### config.mk
export PLATFORM = sky130hd
export DESIGN_NAME = comb
export DESIGN_NICKNAME = d
export VERILOG_FILES = /design/src/rtl/comb.sv
export SDC_FILE = /design/constraint.sdc
export NUM_CORES = 1
export LEC_CHECK = 0
export ABC_AREA = 1
export CAP_MARGIN = 15
export CORE_ASPECT_RATIO = 1.1
export CORE_MARGIN = 10
export CORE_UTILIZATION = 45
export CTS_CLUSTER_SIZE = 25
export DETAILED_ROUTE_END_ITERATION = 8
export PLACE_DENSITY = 0.72
export SYNTH_ARGS = -nofsm -noshare
export SYNTH_HDL_FRONTEND = slang
export SYNTH_SLANG_ARGS = --single-unit
### constraint.sdc
create_clock -name clk -period 1.7 [get_ports clk]
set_clock_uncertainty 0.05 [all_clocks]
set_input_delay 0.425 -clock clk [delete_from_list [all_inputs] [get_ports clk]]
set_output_delay 0.425 -clock clk [all_outputs]
set_load 0.005 [all_outputs]
### src/rtl/comb.sv
// CIC comb stage: y[n] = x[n] - x[n-M] over valid-qualified signed samples.
// The output is one bit wider than the input, so the difference never wraps.
module comb #(
  parameter int Win = 16,
  parameter int M   = 1
) (
  input  logic           clk,
  input  logic           rst,
  input  logic [Win-1:0] data_in,
  input  logic           val_in,
  output logic           val_out,
  output logic [Win:0]   data_out
);

  // Valid-only stream with no backpressure. data_in is consumed on any edge
  // where val_in is high. val_out follows val_in after one register stage.
  // data_out is meaningful only while val_out is high; otherwise it holds.
  logic [Win-1:0] dly [M];
  logic [Win:0]   diff;

  assign diff = $signed({data_in[Win-1], data_in}) -
                $signed({dly[M-1][Win-1], dly[M-1]});

  always_ff @(posedge clk) begin
    if (rst) begin
      val_out  <= 1'b0;
      data_out <= '0;
      for (int k = 0; k < M; k++) dly[k] <= '0;
    end else begin
      val_out <= val_in;
      if (val_in) begin
        data_out <= diff;
        dly[0]   <= data_in;
        // Idle cycles leave the history untouched, so gaps are transparent.
        for (int k = 1; k < M; k++) dly[k] <= dly[k-1];
      end
    end
  end

endmodule

Word-level counts from Yosys, hierarchy flattened. Memories as Yosys holds them, arrays and structs flattened. Index checks and enable logic that the tools add are counted.

Add/sub/neg operators: 1. Reductions and logical operators: 1. Mux-type cells: 7.

Operator list (number): subtractor 16 x 16 -> 17 bit (1); 2-to-1 mux 16 bit (1); OR reduction 16 bit (1); 2-to-1 mux 1 bit (6).

Bits in writable memories: 16. Memories kept: 1. Input port bits: 19. Output and inout bits: 18. Register bits: 18.

Memories: dly (words 1, width 16, read ports 1, clocked after Yosys merged registers in 0, wr ports 1, RTL line 18) `logic [Win-1:0] dly [M];`.

Logic depth before layout (Yosys ltp). Gate-level depths: netlist (run 1).

Depth in word-level cells: 5. Mapped depth: 13. Depth with buffers taken out: 13.

Worst setup path before layout (run 1). Ideal clock, no wire load.

Path type: input -> register. From: input port data_in[0]. To: register data_out[16]. Stages on the path: 13. Data required time: 1.537 ns. Slack: -0.100 ns. Setup time: 0.113 ns. Arrival time: 1.637 ns. Cell sequence: inv_1 ha_1 fa_1 inv_1 nand2_1 nand2_1 nand3_1 nand2_2 nand2_1 nand2_1 nand2_1 nand3_1 nand2_1.

Longest elaborated chain between the ends: 1.

Ends and longest elaborated chain: from (decl) (RTL line 9) `input logic [Win-1:0] data_in,`; subtractor 16 x 16 -> 17 bit (RTL line 21) `assign diff = $signed({data_in[Win-1], data_in}) -`; to (signal assigned) (RTL line 32) `data_out <= diff;`; to (decl) (RTL line 12) `output logic [Win:0] data_out`.

Every way passes these cells. A chain may end at the register's enable or synchronous reset.

Worst setup path after layout (run 1).
From: memory dly[0][0]. To: register data_out[16].

Longest elaborated chain between the ends: 2.

Ends and longest elaborated chain (RTL line): from (decl) (18); memory (1 x 16 bit); subtractor 16 x 16 -> 17 bit (21).

Every way passes these cells.

==> impl_metrics.env, run 1 <==
export IMPL_layout_common_cells="nand2_1, inv_1, nor2_1, buf_4, clkdlybuf4s50_1"
export IMPL_status="complete, but fails checks"
export IMPL_clock_path_buffers=2
export IMPL_startpoint="dly[0][0]"
export IMPL_yosysTopAreaCell="edfxtp_1"
export IMPL_critPathMaxFanout=4
export IMPL_syn_num_nets=378
export IMPL_syn_area_per_cell_um2=6.669
export IMPL_ir_drop_mv=0.3920
export IMPL_hold_class="reg -> reg"
export IMPL_final_antenna_net_count=0
export IMPL_grt_overflow=0
export IMPL_cts_root_buf="clkbuf_8"
export IMPL_regToRegStartpoint="dly[0][0]"
export IMPL_yosys_most_used_dff="dfxtp_1"
export IMPL_ys_async_sr_fraction_pct=0
export IMPL_worst_setup_path_end_kind="flop"
export IMPL_setup_worst_path_class="reg -> reg"
export IMPL_final_min_clock_period_ns=1.850
export IMPL_fin_crit_sh_pct=108.8
export IMPL_synth_area_top_cells="edfxtp_1, nand2_1, dfxtp_1"
export IMPL_worstMarginPinSlew_ns=0.2363
export IMPL_drive_above_1_share_pct=20.54
export IMPL_path_clk_slew_ns=0.07
export IMPL_place_congestion=0.9016
export IMPL_yosysWarnings=0
export IMPL_dieWidth_um=87.88
export IMPL_critPathSlowestCell="edfxtp_1"
export IMPL_num_fill_cells=427
export IMPL_clock_sinks=34
export IMPL_dieArea_um2=8320
export IMPL_finalSetupViolCount=4
export IMPL_cts_made_buffers=5
export IMPL_start_util_pct=45.93
export IMPL_antenna_found_initial=0
export IMPL_drtIter0Drc=112
export IMPL_grt_pass1_wl_um=9956
export IMPL_worst_slack_ns=-0.1504
export IMPL_hold_viol_final=0
export IMPL_syn_area_um2=2281
export IMPL_rows=27
export IMPL_crit_required_ns=1.84
export IMPL_ys_seq_elements=34
export IMPL_critPathLaunchType="flop"
export IMPL_place_inst=457
export IMPL_yosysSeqAreaShare_pct=36.86
export IMPL_crit_chain="ha_4 > fa_2 > inv_2 > nand2_2 > nand2_2 > nand3_2 > nand2_4 > nand2_2 > nand2_1 > nand2_1 > nand3_2 > nand2_1"
export IMPL_route_vias_total=2174
export IMPL_hold_slack_ns=0.3992
export IMPL_cts_htree_levels=2
export IMPL_numPortBuffers=36
export IMPL_worstPathArrival_ns=1.99
export IMPL_rsz0062_at_grt="yes"
export IMPL_final_core_util_pct=65.89
export IMPL_holdBufCountCts=0
export IMPL_fmax_ghz=0.5404
export IMPL_final_area_um2=3272
export IMPL_post_dp_hpwl_um=4129
export IMPL_violations="setup timing"
export IMPL_fin_cells=467
export IMPL_leakagePower_nw=1.699
export IMPL_power_density_nw_per_um2=794.3
export IMPL_synth_top_area_share_pct=21.06
export IMPL_layout_commonest_cell="nand2_1"
export IMPL_worstSkewPairLatency_ns=0.29
export IMPL_routed_wl_um=5856
export IMPL_avgRoutedWirePerCell_um=12.54
export IMPL_synth_cell_types=25
export IMPL_vias_per_cell=4.655
export IMPL_post_dp_cell_area_um2=2918
export IMPL_maxSlewHeadroom_pct=84.12
export IMPL_slowest_delay_ns=0.43
export IMPL_die_y_um=94.67
export IMPL_cts_tree="yes"
export IMPL_antenna_cells=0
export IMPL_coreArea_um2=4966
export IMPL_synth_edf_count=16
export IMPL_drc=0
export IMPL_hold_start="data_out[16]"
export IMPL_drv_cap=0
export IMPL_grt_use_total_pct=14.87
export IMPL_critical_path_top_delay_family="simple AND/OR/NAND/NOR gates"
export IMPL_fin_nets=444
export IMPL_grt_start_max_net_pins=20
export IMPL_dr_pass1_iters=4
export IMPL_ioPinCount=37
export IMPL_finalPower_mw=2.599
export IMPL_syn_inst=342
export IMPL_report_final_slew_viol_count=0
export IMPL_grt_pass1_vias=2222
export IMPL_worst_path_buf_inv=1
export IMPL_syn_to_final_growth_pct=43.44
==> final cells by class <==
class                      count  area [um^2]  share of cell area (%)
tap                           58        72.57                   2.218
inverter                      81        304.0                   9.293
timing repair buffer          64        580.6                   17.74
multi-input combinational    222         1364                   41.68
sequential                    34        840.8                   25.70
clock buffer                   8        110.1                   3.365
==> routing by layer <==
layer | vias to the layer above | share of wire [%] | GRT usage, %
met1 | 948 | 44 | 17.02
met4 | 0 | 2.4 | 6.383
li1 | 1156 | - | -
met3 | 13 | 5.6 | 3.359
met5 | - | 0 | 0
met2 | 57 | 48 | 25.79
==> logic make-up (layout without fill, tap and decap cells) <==
group                      count (synthesis)  in the layout  synth area share (%)
AOI/OAI and AO/OA                         22             22                 5.156
buffers and inverters                     86            153                 15.14
adders and majority gates                 17             17                 9.654
DFF                                       34             34                 36.86
and+or+nand+nor                          183            183                 33.19
==> synth_stat cells, types with 2 or more instances <==
| cell | count |
|---|---|
| nor3_1 | 4 |
| clkbuf_1 | 2 |
| and2_1 | 2 |
| nor2_1 | 28 |
| inv_1 | 80 |
| nand2_2 | 3 |
| nand3_2 | 2 |
| nand3_1 | 16 |
| nand2_1 | 121 |
| o21ai_0 | 8 |
| nand3b_1 | 2 |
| edfxtp_1 | 16 |
| dfxtp_1 | 18 |
| or2_1 | 2 |
| ha_1 | 16 |
| buf_6 | 3 |
| a21oi_1 | 11 |
==> final timing paths <==
| path | end | slack [ns] | depth (start not counted) |
|---|---|---|---|
| worst max register to register | data_out[16] | -0.15 | 12 |
| worst min register to register | data_out[16] | 0.40 | 2 |
| worst max-delay path | data_out[16] | -0.15 | 12 |
| worst min-delay path | data_out[16] | 0.40 | 2 |
==> where the power goes <==
group | internal (mW) | leakage [nW] | switching (mW)
Sequential | 0.938 | 0.321 | 0.0339
Combinational | 0.445 | 1.32 | 0.474
Clock | 0.409 | 0.0575 | 0.300
Total | 1.79 | 1.70 | 0.808
==> sequential cells by signal, indices dropped and copies added (netlist names) <==
signal    flops
data_out     17
dly          16
val_out       1
==> tightest hold or removal path, stage by stage, from the launching register on <==
cell and delay, ns:
dfxtp_1 0.31, nand2_1 0.06, nand2_1 0.04
==> stage by stage <==
stage,setup slack (ns),TNS (ns)
after floorplan,0.01408,0
after global placement,-0.5427,-6.064
after detailed placement,-0.5906,-6.611
after CTS,-0.09041,-0.1992
after global routing,-0.2749,-0.9682
final,-0.1504,-0.4097
==> what timing repair did <==
action	CTS	global route
buffers inserted	1	1
cloned	0	0
setup endpoints to repair	14	12
resized for setup	35	15
pin swaps	2	6
(Power assumes the default switching activity.)
==> run 2, diff against run 1 <==
Settings changed: CORE_MARGIN 10 to 3.
==> impl_metrics.env, run 2 (synthesis gave the netlist of run 1 again) <==
export IMPL_worst_slack_ns=-0.06296
export IMPL_numPortBuffers=36
export IMPL_path_clk_slew_ns=0.07
export IMPL_finalPower_mw=2.536
export IMPL_post_dp_hpwl_um=3878
export IMPL_drtIter0Drc=89
export IMPL_routed_wl_um=5752
export IMPL_fin_nets=448
export IMPL_layout_common_cells="nand2_1, inv_1, buf_4, nor2_1, clkdlybuf4s50_1"
export IMPL_hold_viol_final=0
export IMPL_final_min_clock_period_ns=1.763
export IMPL_power_density_nw_per_um2=764.5
export IMPL_leakagePower_nw=1.721
export IMPL_critPathSlowestCell="edfxtp_1"
export IMPL_maxSlewHeadroom_pct=86.22
export IMPL_die_y_um=80.67
export IMPL_worst_path_buf_inv=1
export IMPL_vias_per_cell=4.791
export IMPL_syn_to_final_growth_pct=45.42
export IMPL_ioPinCount=37
export IMPL_combPwrFrac_pct=37.0
export IMPL_drc=0
export IMPL_violations="setup timing"
export IMPL_final_area_um2=3317
export IMPL_p_sw_share_pct=32.17
export IMPL_post_place_ws_ns=-0.5756
export IMPL_worst_setup_path_end_kind="flop"
export IMPL_critical_path_top_delay_family="simple AND/OR/NAND/NOR gates"
export IMPL_finalSetupViolCount=5
export IMPL_start_util_pct=47.70
export IMPL_cts_tree="yes"
export IMPL_critPathLaunchType="flop"
export IMPL_fin_setup_tns_ns=-0.1732
export IMPL_post_dp_cell_area_um2=2950
export IMPL_grt_use_total_pct=20.50
export IMPL_drive_above_1_share_pct=23.00
export IMPL_worstPathArrival_ns=1.90
export IMPL_antenna_cells=0
export IMPL_critPathMaxFanout=4
export IMPL_avgRoutedWirePerCell_um=12.26
export IMPL_slowest_delay_ns=0.42
export IMPL_rsz0062_at_grt="yes"
export IMPL_coreArea_um2=4782
export IMPL_grt_overflow=0
export IMPL_drv_cap=0
export IMPL_hold_class="reg -> reg"
export IMPL_dr_pass1_iters=5
export IMPL_cts_htree_levels=2
export IMPL_p_seq_share_pct=38.3
export IMPL_ir_drop_mv=0.4014
export IMPL_largest_register="data_out"
export IMPL_crit_required_ns=1.83
export IMPL_antenna_found_initial=0
export IMPL_place_congestion=0.8293
export IMPL_setup_worst_path_class="reg -> reg"
export IMPL_hold_slack_ns=0.4016
export IMPL_cts_made_buffers=5
export IMPL_p_sw_mw=0.8157
export IMPL_cts_root_buf="clkbuf_8"
export IMPL_clock_path_buffers=2
export IMPL_fin_crit_sh_pct=103.7
export IMPL_reg_top3="data_out: 17 flops, dly: 16 flops, val_out: 1 flops"
export IMPL_dieWidth_um=73.88
export IMPL_crit_chain="ha_4 > fa_2 > inv_2 > nand2_2 > nand2_2 > nand3_2 > nand2_4 > nand2_2 > nand2_1 > nand2_1 > nand3_2 > nand2_1"
export IMPL_layout_commonest_cell="nand2_1"
export IMPL_report_final_slew_viol_count=0
export IMPL_largest_reg_flops=17
export IMPL_grt_pass1_vias=2158
export IMPL_grt_pass1_wl_um=9515
export IMPL_worstMarginPinSlew_ns=0.2052
export IMPL_status="complete, but fails checks"
export IMPL_holdBufCountCts=0
export IMPL_fmax_ghz=0.5672
export IMPL_clock_sinks=34
export IMPL_grt_start_max_net_pins=18
export IMPL_power_internal_mw=1.720
export IMPL_worstSkewPairLatency_ns=0.29
export IMPL_rows=26
export IMPL_dieArea_um2=5960
export IMPL_route_vias_total=2247
export IMPL_final_antenna_net_count=0
export IMPL_power_frac_clock_pct=24.7
run 2: worst paths after layout:
path,slack (ns),end,cells past startpoint,start
min reg2reg,0.40,data_out[10],2,data_out[10]
max reg2reg,-0.06,data_out[12],12,dly[0][0]
max,-0.06,data_out[12],12,dly[0][0]
min,0.40,data_out[10],2,data_out[10]
run 2: what timing repair did:
action	4_1_cts	5_1_grt
gates cloned	0	0
gates resized for setup	39	22
pin swaps	3	9
buffers inserted	2	1
endpoints found under the hold margin	0	0
setup endpoints to repair	13	9
run 2: power by group through the flow:
stage	registers (mW)	clock network [mW]	logic, mW
3_5_place_dp	0.990	0	0.776
6_report	0.971	0.625	0.939
5_1_grt	0.979	0.673	1.04
4_1_cts	0.972	0.643	0.869
2_1_floorplan	0.990	0	0.442
3_3_place_gp	0.985	0	0.757
run 2: per-layer routing:
| layer | global-route usage (%) | part of all wire, % | up-vias |
|---|---|---|---|
| met4 | 7.971 | 2.3 | 0 |
| met5 | 0 | 0 | - |
| li1 | - | - | 1166 |
| met1 | 25.00 | 44 | 1018 |
| met2 | 35.02 | 50 | 48 |
| met3 | 3.880 | 4.1 | 15 |
run 2: layout make-up:
type	instances	area, um^2
fill	390	1465
timing repair buffer	68	623.1
multi-input combinational	222	1388
clock buffer	7	86.33
inverter	81	304.0
clock inverter	1	5.005
sequential	34	840.8
tap	56	70.07
run 2: through the flow:
stage	instances	util, %
after global routing	469	69.36
final	469	69.36
after global placement	458	61.70
after floorplan	342	-
after CTS	468	67.53
after detailed placement	458	61.70
run 2: worst reg2reg max path, stage by stage (launching register included):
cell,delay (ns)
edfxtp_1,0.42
ha_4,0.19
fa_2,0.35
inv_2,0.08
nand2_2,0.06
nand2_2,0.07
nand3_2,0.09
nand2_4,0.10
nand2_2,0.05
nand2_1,0.05
nand2_1,0.06
nand3_2,0.05
nand2_1,0.04
==> run 3, diff against run 2 <==
Settings changed: ABC_AREA 1 to not set, CTS_CLUSTER_DIAMETER set to 80, PLACE_DENSITY 0.72 to 0.73.
==> impl_metrics.env, run 3 <==
export IMPL_status="complete, but fails checks"
export IMPL_violations="setup timing"
export IMPL_hold_class="reg -> reg"
export IMPL_antenna_cells=0
export IMPL_avgRoutedWirePerCell_um=14.89
export IMPL_grt_pass1_vias=1874
export IMPL_drtIter0Drc=107
export IMPL_synth_top_area_share_pct=23.69
export IMPL_numPortBuffers=36
export IMPL_synth_mux_area_share_pct=3.701
export IMPL_syn_area_per_cell_um2=9.177
export IMPL_reg2reg_to="data_out[14]"
export IMPL_grt_use_total_pct=20.67
export IMPL_r2r_cells=8
export IMPL_power_density_nw_per_um2=810.7
export IMPL_largest_reg_flops=17
export IMPL_syn_num_nets=257
export IMPL_worstPathArrival_ns=2.27
export IMPL_yosysWarnings=0
export IMPL_worstMarginPinSlew_ns=0.3037
export IMPL_grt_start_max_net_pins=18
export IMPL_leakagePower_nw=1.367
export IMPL_hold_slack_ns=0.4032
export IMPL_maxSlewHeadroom_pct=79.76
export IMPL_final_antenna_net_count=0
export IMPL_synth_top_family_by_area="simple AND/OR/NAND/NOR gates"
export IMPL_synthAdderAreaFrac_pct=10.86
export IMPL_drive_above_1_share_pct=36.31
export IMPL_synthSimpleGateAreaFrac_pct=16.90
export IMPL_cts_made_buffers=5
export IMPL_yosysTopAreaCell="edfxtp_1"
export IMPL_holdBufCountCts=0
export IMPL_synth_cell_types=38
export IMPL_drc=0
export IMPL_drv_cap=0
export IMPL_yosysSeqAreaShare_pct=41.46
export IMPL_path_clk_slew_ns=0.07
export IMPL_fin_cells=366
export IMPL_route_met2_wl_um=2855
export IMPL_yosys_most_used_dff="dfxtp_1"
export IMPL_syn_area_um2=2028
export IMPL_hold_start="data_out[10]"
export IMPL_ioPinCount=37
export IMPL_startpoint="dly[0][0]"
export IMPL_critPathMaxFanout=2
export IMPL_report_final_slew_viol_count=0
export IMPL_clock_sinks=34
export IMPL_synth_common_cells="nor2_1, inv_1, dfxtp_1"
export IMPL_fmax_ghz=0.4669
export IMPL_post_place_ws_ns=-1.231
export IMPL_syn_inst=221
export IMPL_rsz0062_at_grt="yes"
export IMPL_ir_drop_mv=0.4079
export IMPL_synth_compound_area_share_pct=15.92
export IMPL_vias_per_cell=5.169
export IMPL_finalSetupViolCount=14
export IMPL_reg_top3="data_out: 17 flops, dly: 16 flops, val_out: 1 flops"
export IMPL_grt_pass1_wl_um=8825
export IMPL_dr_pass1_iters=4
export IMPL_cts_root_buf="clkbuf_8"
export IMPL_crit_required_ns=1.83
export IMPL_setup_worst_path_class="reg -> reg"
export IMPL_fin_nets=349
export IMPL_rows=24
export IMPL_finalPower_mw=2.671
export IMPL_die_y_um=76.41
export IMPL_post_dp_hpwl_um=3607
export IMPL_synth_xor_area_share_pct=5.614
export IMPL_cts_tree="yes"
export IMPL_coreArea_um2=4144
export IMPL_place_inst=350
export IMPL_layout_commonest_cell="buf_4"
export IMPL_layout_common_cells="buf_4, clkdlybuf4s50_1, nor2_1, dfxtp_1, inv_1"
export IMPL_topRoutingLayerUsed="met4"
export IMPL_start_util_pct=48.94
export IMPL_wl_met1_um=2213
export IMPL_fin_setup_tns_ns=-4.015
export IMPL_grt_overflow=0
export IMPL_wl_met3_um=245
export IMPL_ys_async_sr_fraction_pct=0
export IMPL_fin_crit_sh_pct=126.0
export IMPL_route_vias_total=1892
export IMPL_endpoint="data_out[14]"
export IMPL_antenna_found_initial=0
export IMPL_largest_register="data_out"
export IMPL_place_congestion=0.9227
export IMPL_synth_most_common_cell="nor2_1"
export IMPL_regToRegStartpoint="dly[0][0]"
export IMPL_worstSkewPairLatency_ns=0.29
export IMPL_routed_wl_um=5448
export IMPL_worst_setup_path_end_kind="flop"
export IMPL_worst_slack_ns=-0.4420
export IMPL_cts_htree_levels=2
export IMPL_dieWidth_um=70.01
export IMPL_clock_path_buffers=2
export IMPL_synth_area_top_cells="edfxtp_1, dfxtp_1, ha_1"
export IMPL_dieArea_um2=5349
export IMPL_syn_to_final_growth_pct=62.43
export IMPL_final_min_clock_period_ns=2.142
export IMPL_ys_seq_elements=34
export IMPL_critPathLaunchType="flop"
export IMPL_hold_viol_final=0
export IMPL_synth_edf_count=16
export IMPL_ff2ff_setup_slack_ns=-0.44
-- run 3: changes by cell type after synthesis, sizes merged, moves of 5 or more --
cell and change:
and2 +12, clkbuf +5, inv -59, mux2i +6
nand2 -107, nand3 -16, xnor2 +5, xor2 +8
-- run 3: area by class of cell --
cell class,count,area [um^2]
multi-input combinational,157,1390
fill,275,849.6
sequential,34,840.8
timing repair buffer,93,808.3
inverter,22,98.84
clock buffer,7,86.33
tap,52,65.06
clock inverter,1,5.005
-- run 3: logic make-up after synthesis --
group	Yosys count
and+or+nand+nor	73
xor gates and xnor gates	13
muxes	7
AOI/OAI and AO/OA	47
DFF	34
adders and majority gates	17
buffers and inverters	30
-- run 3: per-stage QoR --
step	instance area (um^2)	utilization, %
after floorplan	2121	-
after global placement	2908	70.17
after detailed placement	2908	70.17
after CTS	3174	76.60
after global routing	3294	79.50
final	3294	79.50
-- run 3: repair_timing --
| item | CTS | global route |
|---|---|---|
| resized for setup | 43 | 13 |
| setup buffers | 3 | 5 |
| cloned | 0 | 0 |
| pin swaps | 15 | 10 |
| setup endpoints to repair | 16 | 27 |
-- run 3: where the power goes --
group          switching, mW  internal, mW  leakage [nW]
registers             0.0402         0.943         0.321
clock network          0.294         0.327        0.0482
logic                  0.477         0.590         0.998
-- run 3: worst min path at each step --
stage | end | slack [ns] | cells after the start
floorplan | data_out[10] | 0.40 | 2
global placement | data_out[11] | 0.39 | 2
detailed placement | data_out[10] | 0.40 | 2
CTS | data_out[10] | 0.41 | 2
global route | data_out[10] | 0.43 | 2
finish | data_out[10] | 0.40 | 2
-- run 3: worst max-delay path, cell delays in order, from the launching register on --
cell      delay [ns]
edfxtp_1        0.41
ha_4            0.19
fa_2            0.35
nand2b_4        0.16
a21oi_2         0.11
a211o_1         0.15
a311oi_2        0.13
nor3_2          0.17
mux2_4          0.32
-- run 3: layer usage --
layer | global-route usage [%] | up-vias
met5 | 0 | -
met4 | 8.046 | 0
met3 | 4.617 | 12
met2 | 36.77 | 53
met1 | 23.75 | 881
li1 | - | 946
==> RTL change 1: new RTL, settings of run 2 <==
Change the parameter `Win` from 16 to 18.
--- a/src/rtl/comb.sv
+++ b/src/rtl/comb.sv
@@ -2,5 +2,5 @@
 // The output is one bit wider than the input, so the difference never wraps.
 module comb #(
-  parameter int Win = 16,
+  parameter int Win = 18,
   parameter int M   = 1
 ) (
Ports: changed (resized data_in and data_out); port bits go from 37 to 41. No check against the original RTL was run, so the function may have changed too.
==> RTL change 1 against run 2 <==
The run still ends with negative setup slack left. Sequential share of layout area increased by 1.4 points. Total power is 8.7% higher. Sequential cell count grew 4. Wire length grew 1.5%. Setup slack better by 0.060 ns. Cell area grew 6.1%. Worst hold slack got worse by 0.0013 ns. Synthesized area up 5.2%. Critical endpoint unchanged.
==> RTL change 1: results (changes against run 2) <==
- WL met2: 2730 um (-4.8%)
- Total Nets Final: 460 (+2.7%)
- M3 GR Usage: 4.72% (+0.84 points)
- Syn avg cell area: 6.90 sq um (+3.4%)
- CP max-delay cell: fa_2
- Status: finished with violations
- Post-synth cell types: 19 (-24%)
- Final setup violation count: 2 (-3)
- Number of global-route vias before repair: 2,090 (-3.2%)
- Via count: 2,330 (+3.7%)
- Total negative slack: -0.00342 ns (+0.170 ns)
- Drt initial violations: 136 (+53%)
- Final HPWL DP: 4130 um (+6.4%)
- Violated checks: negative setup slack
- Met3 wire len: 337 um (+42%)
- Post-Syn Nets: 388 (+2.6%)
- Switch Pwr: 0.883 mW (+8.2%)
- Pre-CTS WS: -0.598 ns (-0.0227 ns)
- Met1 Use GR: 26.0% (+0.97 points)
- Hold Startpoint: data_out[18]$_SDFFE_PP0P_
- Pre-antenna DRT Iters: 4 (-1)
- Global routing usage on met2: 30.7% (-4.3 points)
- Fin worst setup slack: -0.00295 ns (+0.0600 ns)
- EDFF count, synth: 18 (+2)
- DP Area: 0.00312 sq mm (+5.8%)
- Global placer's final weighted congestion: 0.839 (+1.2%)
- Peak supply drop: 536 uV (+33%)
- Port bufs: 40 (+11%)
- Top cells by count, synth: nand2_1 (114), inv_1 (66), nor2_1 (39)
- Synth area leaders: edfxtp_1 (23%), nand2_1 (18%), dfxtp_1 (17%), inv_1 (10%), ha_1 (9.4%)
- Synth Area in Adders: 10.2% (+0.56 points)
- Drt wl/cell: 12.2 um (-0.62%)
- WHS: 0.400 ns (-0.00125 ns)
- Compound-Gate Fraction of Synth Area: 7.46% (+2.3 points)
- Slew @ Worst Pin: 0.231 ns (+0.0259 ns)
- Tot Pwr: 2.76 mW (+8.7%)
- Static Leak: 1.71 nW (-0.68%)
- Wl on met1: 2680 um (+6.4%)
[RTL change 1: worst paths after layout]
check	to	depth (start not counted)
max	data_out[12]$_SDFFE_PP0P_	11
min	data_out[18]$_SDFFE_PP0P_	2
max reg2reg	data_out[12]$_SDFFE_PP0P_	11
min reg2reg	data_out[18]$_SDFFE_PP0P_	2
[RTL change 1: area by class of cell]
cell class	instances	area, sq um
well taps	58	72.6
fillers	403	1550
clock buffers	6	82.6
clock inverters	2	11.3
flip-flops and latches	38	941
repair buffers	70	636
multi-input cells	239	1530
inverters	66	250
[RTL change 1: timing repair]
item                                   CTS  global route
pin swaps                                6             2
resized for setup                       46            30
endpoints found under the hold margin    0             0
setup buffers                            1             0
setup endpoints to repair               16            12
[RTL change 1: tightest hold or removal path, delay by kind of cell (launching register included)]
| kind | cells | cell delay (ns) |
|---|---|---|
| flip-flops | 1 | 0.31 |
| AND/OR/NAND/NOR | 2 | 0.10 |
==> RTL change 2: new RTL, settings of run 2 <==
Made on the original files. Register the output `data_out` once more, cleared by the reset; this adds one clock of latency there. The other outputs are not delayed to match.
--- a/src/rtl/comb.sv
+++ b/src/rtl/comb.sv
@@ -13,4 +13,6 @@
 );
 
+  logic [Win:0] data_s0;
+
   // Valid-only stream with no backpressure. data_in is consumed on any edge
   // where val_in is high. val_out follows val_in after one register stage.
@@ -25,10 +27,10 @@
     if (rst) begin
       val_out  <= 1'b0;
-      data_out <= '0;
+      data_s0 <= '0;
       for (int k = 0; k < M; k++) dly[k] <= '0;
     end else begin
       val_out <= val_in;
       if (val_in) begin
-        data_out <= diff;
+        data_s0 <= diff;
         dly[0]   <= data_in;
         // Idle cycles leave the history untouched, so gaps are transparent.
@@ -38,4 +40,12 @@
   end
 
+  always_ff @(posedge clk) begin
+    if (rst) begin
+      data_out <= '0;
+    end else begin
+      data_out <= data_s0;
+    end
+  end
+
 endmodule
 
Function: changed (Yosys sat finds a counterexample within 4 cycles, from zero or initial values and one cycle with rst high).
==> RTL change 2 against run 2 <==
Critical path depth is the same. The flow still finishes with violations (negative setup slack). Sequential cell count grew 17. Synthesized area grew 21%. Critical path type unchanged. First-iteration DRC count grew 6.7%. Wire length grew 0.19%. Total power grew 23%. Worst hold slack lost 0.029 ns. Cell area grew 16%. Sequential share of layout area grew 5.3 points. Utilization shrank 3.4 points. Global-route usage shrank 2.9 points. Setup slack lost 0.020 ns.
==> RTL change 2: results (changes against run 2) <==
- Status: finished with violations
- Violated checks: negative setup slack
- Biggest registers after layout: data_out: 17 flops, data_s0: 17 flops, dly: 16 flops
- CTS Root Cell: clkbuf_8
- Biggest cell delay along the critical path: 0.42 ns (about the same)
- Placed Cells: 528 (+15%)
- Final HPWL DP: 4030 um (+4.0%)
- Layout cells sized above 1: 23.4% (+0.42 points)
- Pre-antenna DRT Iters: 4 (-1)
- Global placer's final weighted congestion: 0.846 (+2.0%)
- Met1 Use GR: 21.4% (-3.6 points)
- Wl on met1: 2650 um (+5.3%)
- Post-CTS Setup Bufs: 1 (-1)
- Clk slew on worst S/H paths: 0.10 ns (+0.03 ns)
- Synth area leaders: dfxtp_1 (25%), edfxtp_1 (17%), nand2_1 (15%), inv_1 (13%), ha_1 (7.2%)
- Drt initial violations: 95 (+6.7%)
- Routed WL: 5760 um (+0.19%)
- Static Leak: 1.93 nW (+12%)
- Clock group power: 0.752 mW (+20%)
- WL met2: 2760 um (-3.7%)
- Largest net degree at the start of global routing: 23 (+5)
- CP max-delay cell: edfxtp_1
- Total Nets Final: 496 (+11%)
- Post-synth cell types: 27 (+8.0%)
- Clk Latency, worst-skew pair: 0.31 ns (+0.02 ns)
- Reg-to-reg endpoint: data_s0[16]$_SDFFE_PP0P_
- Sw Ratio: 30.8% (-1.4 points)
- DR vias/cell: 4.52 (-5.6%)
- Port bufs: 36 (unchanged)
- M3 GR Usage: 1.85% (-2.0 points)
- Largest delay share family, worst path: simple AND/OR/NAND/NOR gates
- Via count: 2,432 (+8.2%)
- Hold Startpoint: data_s0[16]$_SDFFE_PP0P_
- Total GRT Usage: 17.6% (-2.9 points)
- Sink of the worst hold path: data_out[16]$_SDFF_PP0_
- Synth Instances: 389 (+14%)
- Top cells by count, synth: nand2_1 (112), inv_1 (93), nor2_1 (45)
- Global routing usage on met2: 31.5% (-3.5 points)
- CTS Buf Count: 5 (unchanged)
- First-pass GRT wire length: 10,000 um (+5.4%)
- Peak fanout along the critical path: 4 (unchanged)
- DP Area: 0.00345 sq mm (+17%)
- WS Path Type: flip-flop to flip-flop
- Worst slew margin: 82.4% (-3.9 points)
- Share of synthesized registers carrying an async set or reset: 0% (unchanged)
- Sequential share of the synthesized area: 42.8% (+5.9 points)
- Total negative slack: -0.197 ns (-0.0234 ns)
- Sequential fraction of design power: 44.6% (+6.3 points)
- Fin worst setup slack: -0.0830 ns (-0.0200 ns)
- Met3 wire len: 194 um (-18%)
- Critical path arrival: 1.94 ns (+0.04 ns)
- Post-Syn Nets: 425 (+12%)
- Final setup violation count: 5 (unchanged)
- Post-CTS sizing: 47 (+21%)
- FF-to-FF path depth: 12 (unchanged)
- Peak supply drop: 388 uV (-3.4%)
[RTL change 2: area by class of cell]
type                       count  area [sq um]
multi-input combinational    233          1470
inverter                      98           370
tap                           77          96.3
timing repair buffer          71           641
clock buffer                   6          82.6
fill                         467          1990
sequential                    51          1180
clock inverter                 2          15.0
[RTL change 2: through the flow]
step | power [mW] | hold WS [ns] | utilization, % | setup slack, ns
after CTS | 3.07 | 0.373 | 64.6 | -0.0982
after floorplan | 1.90 | 0.349 | - | -0.0107
after global placement | 2.20 | 0.355 | 59.1 | -0.556
final | 3.11 | 0.372 | 66.0 | -0.0830
after detailed placement | 2.22 | 0.358 | 59.1 | -0.588
after global routing | 3.31 | 0.384 | 66.0 | -0.145
[RTL change 2: cells by family (layout without fill, tap and decap cells)]
group,after synthesis,after routing,synth area share (%)
buf+inv,105,177,15.0
flops,51,51,42.8
compound gates,22,22,4.44
simple gates,194,194,29.9
fa+ha+maj,17,17,7.97
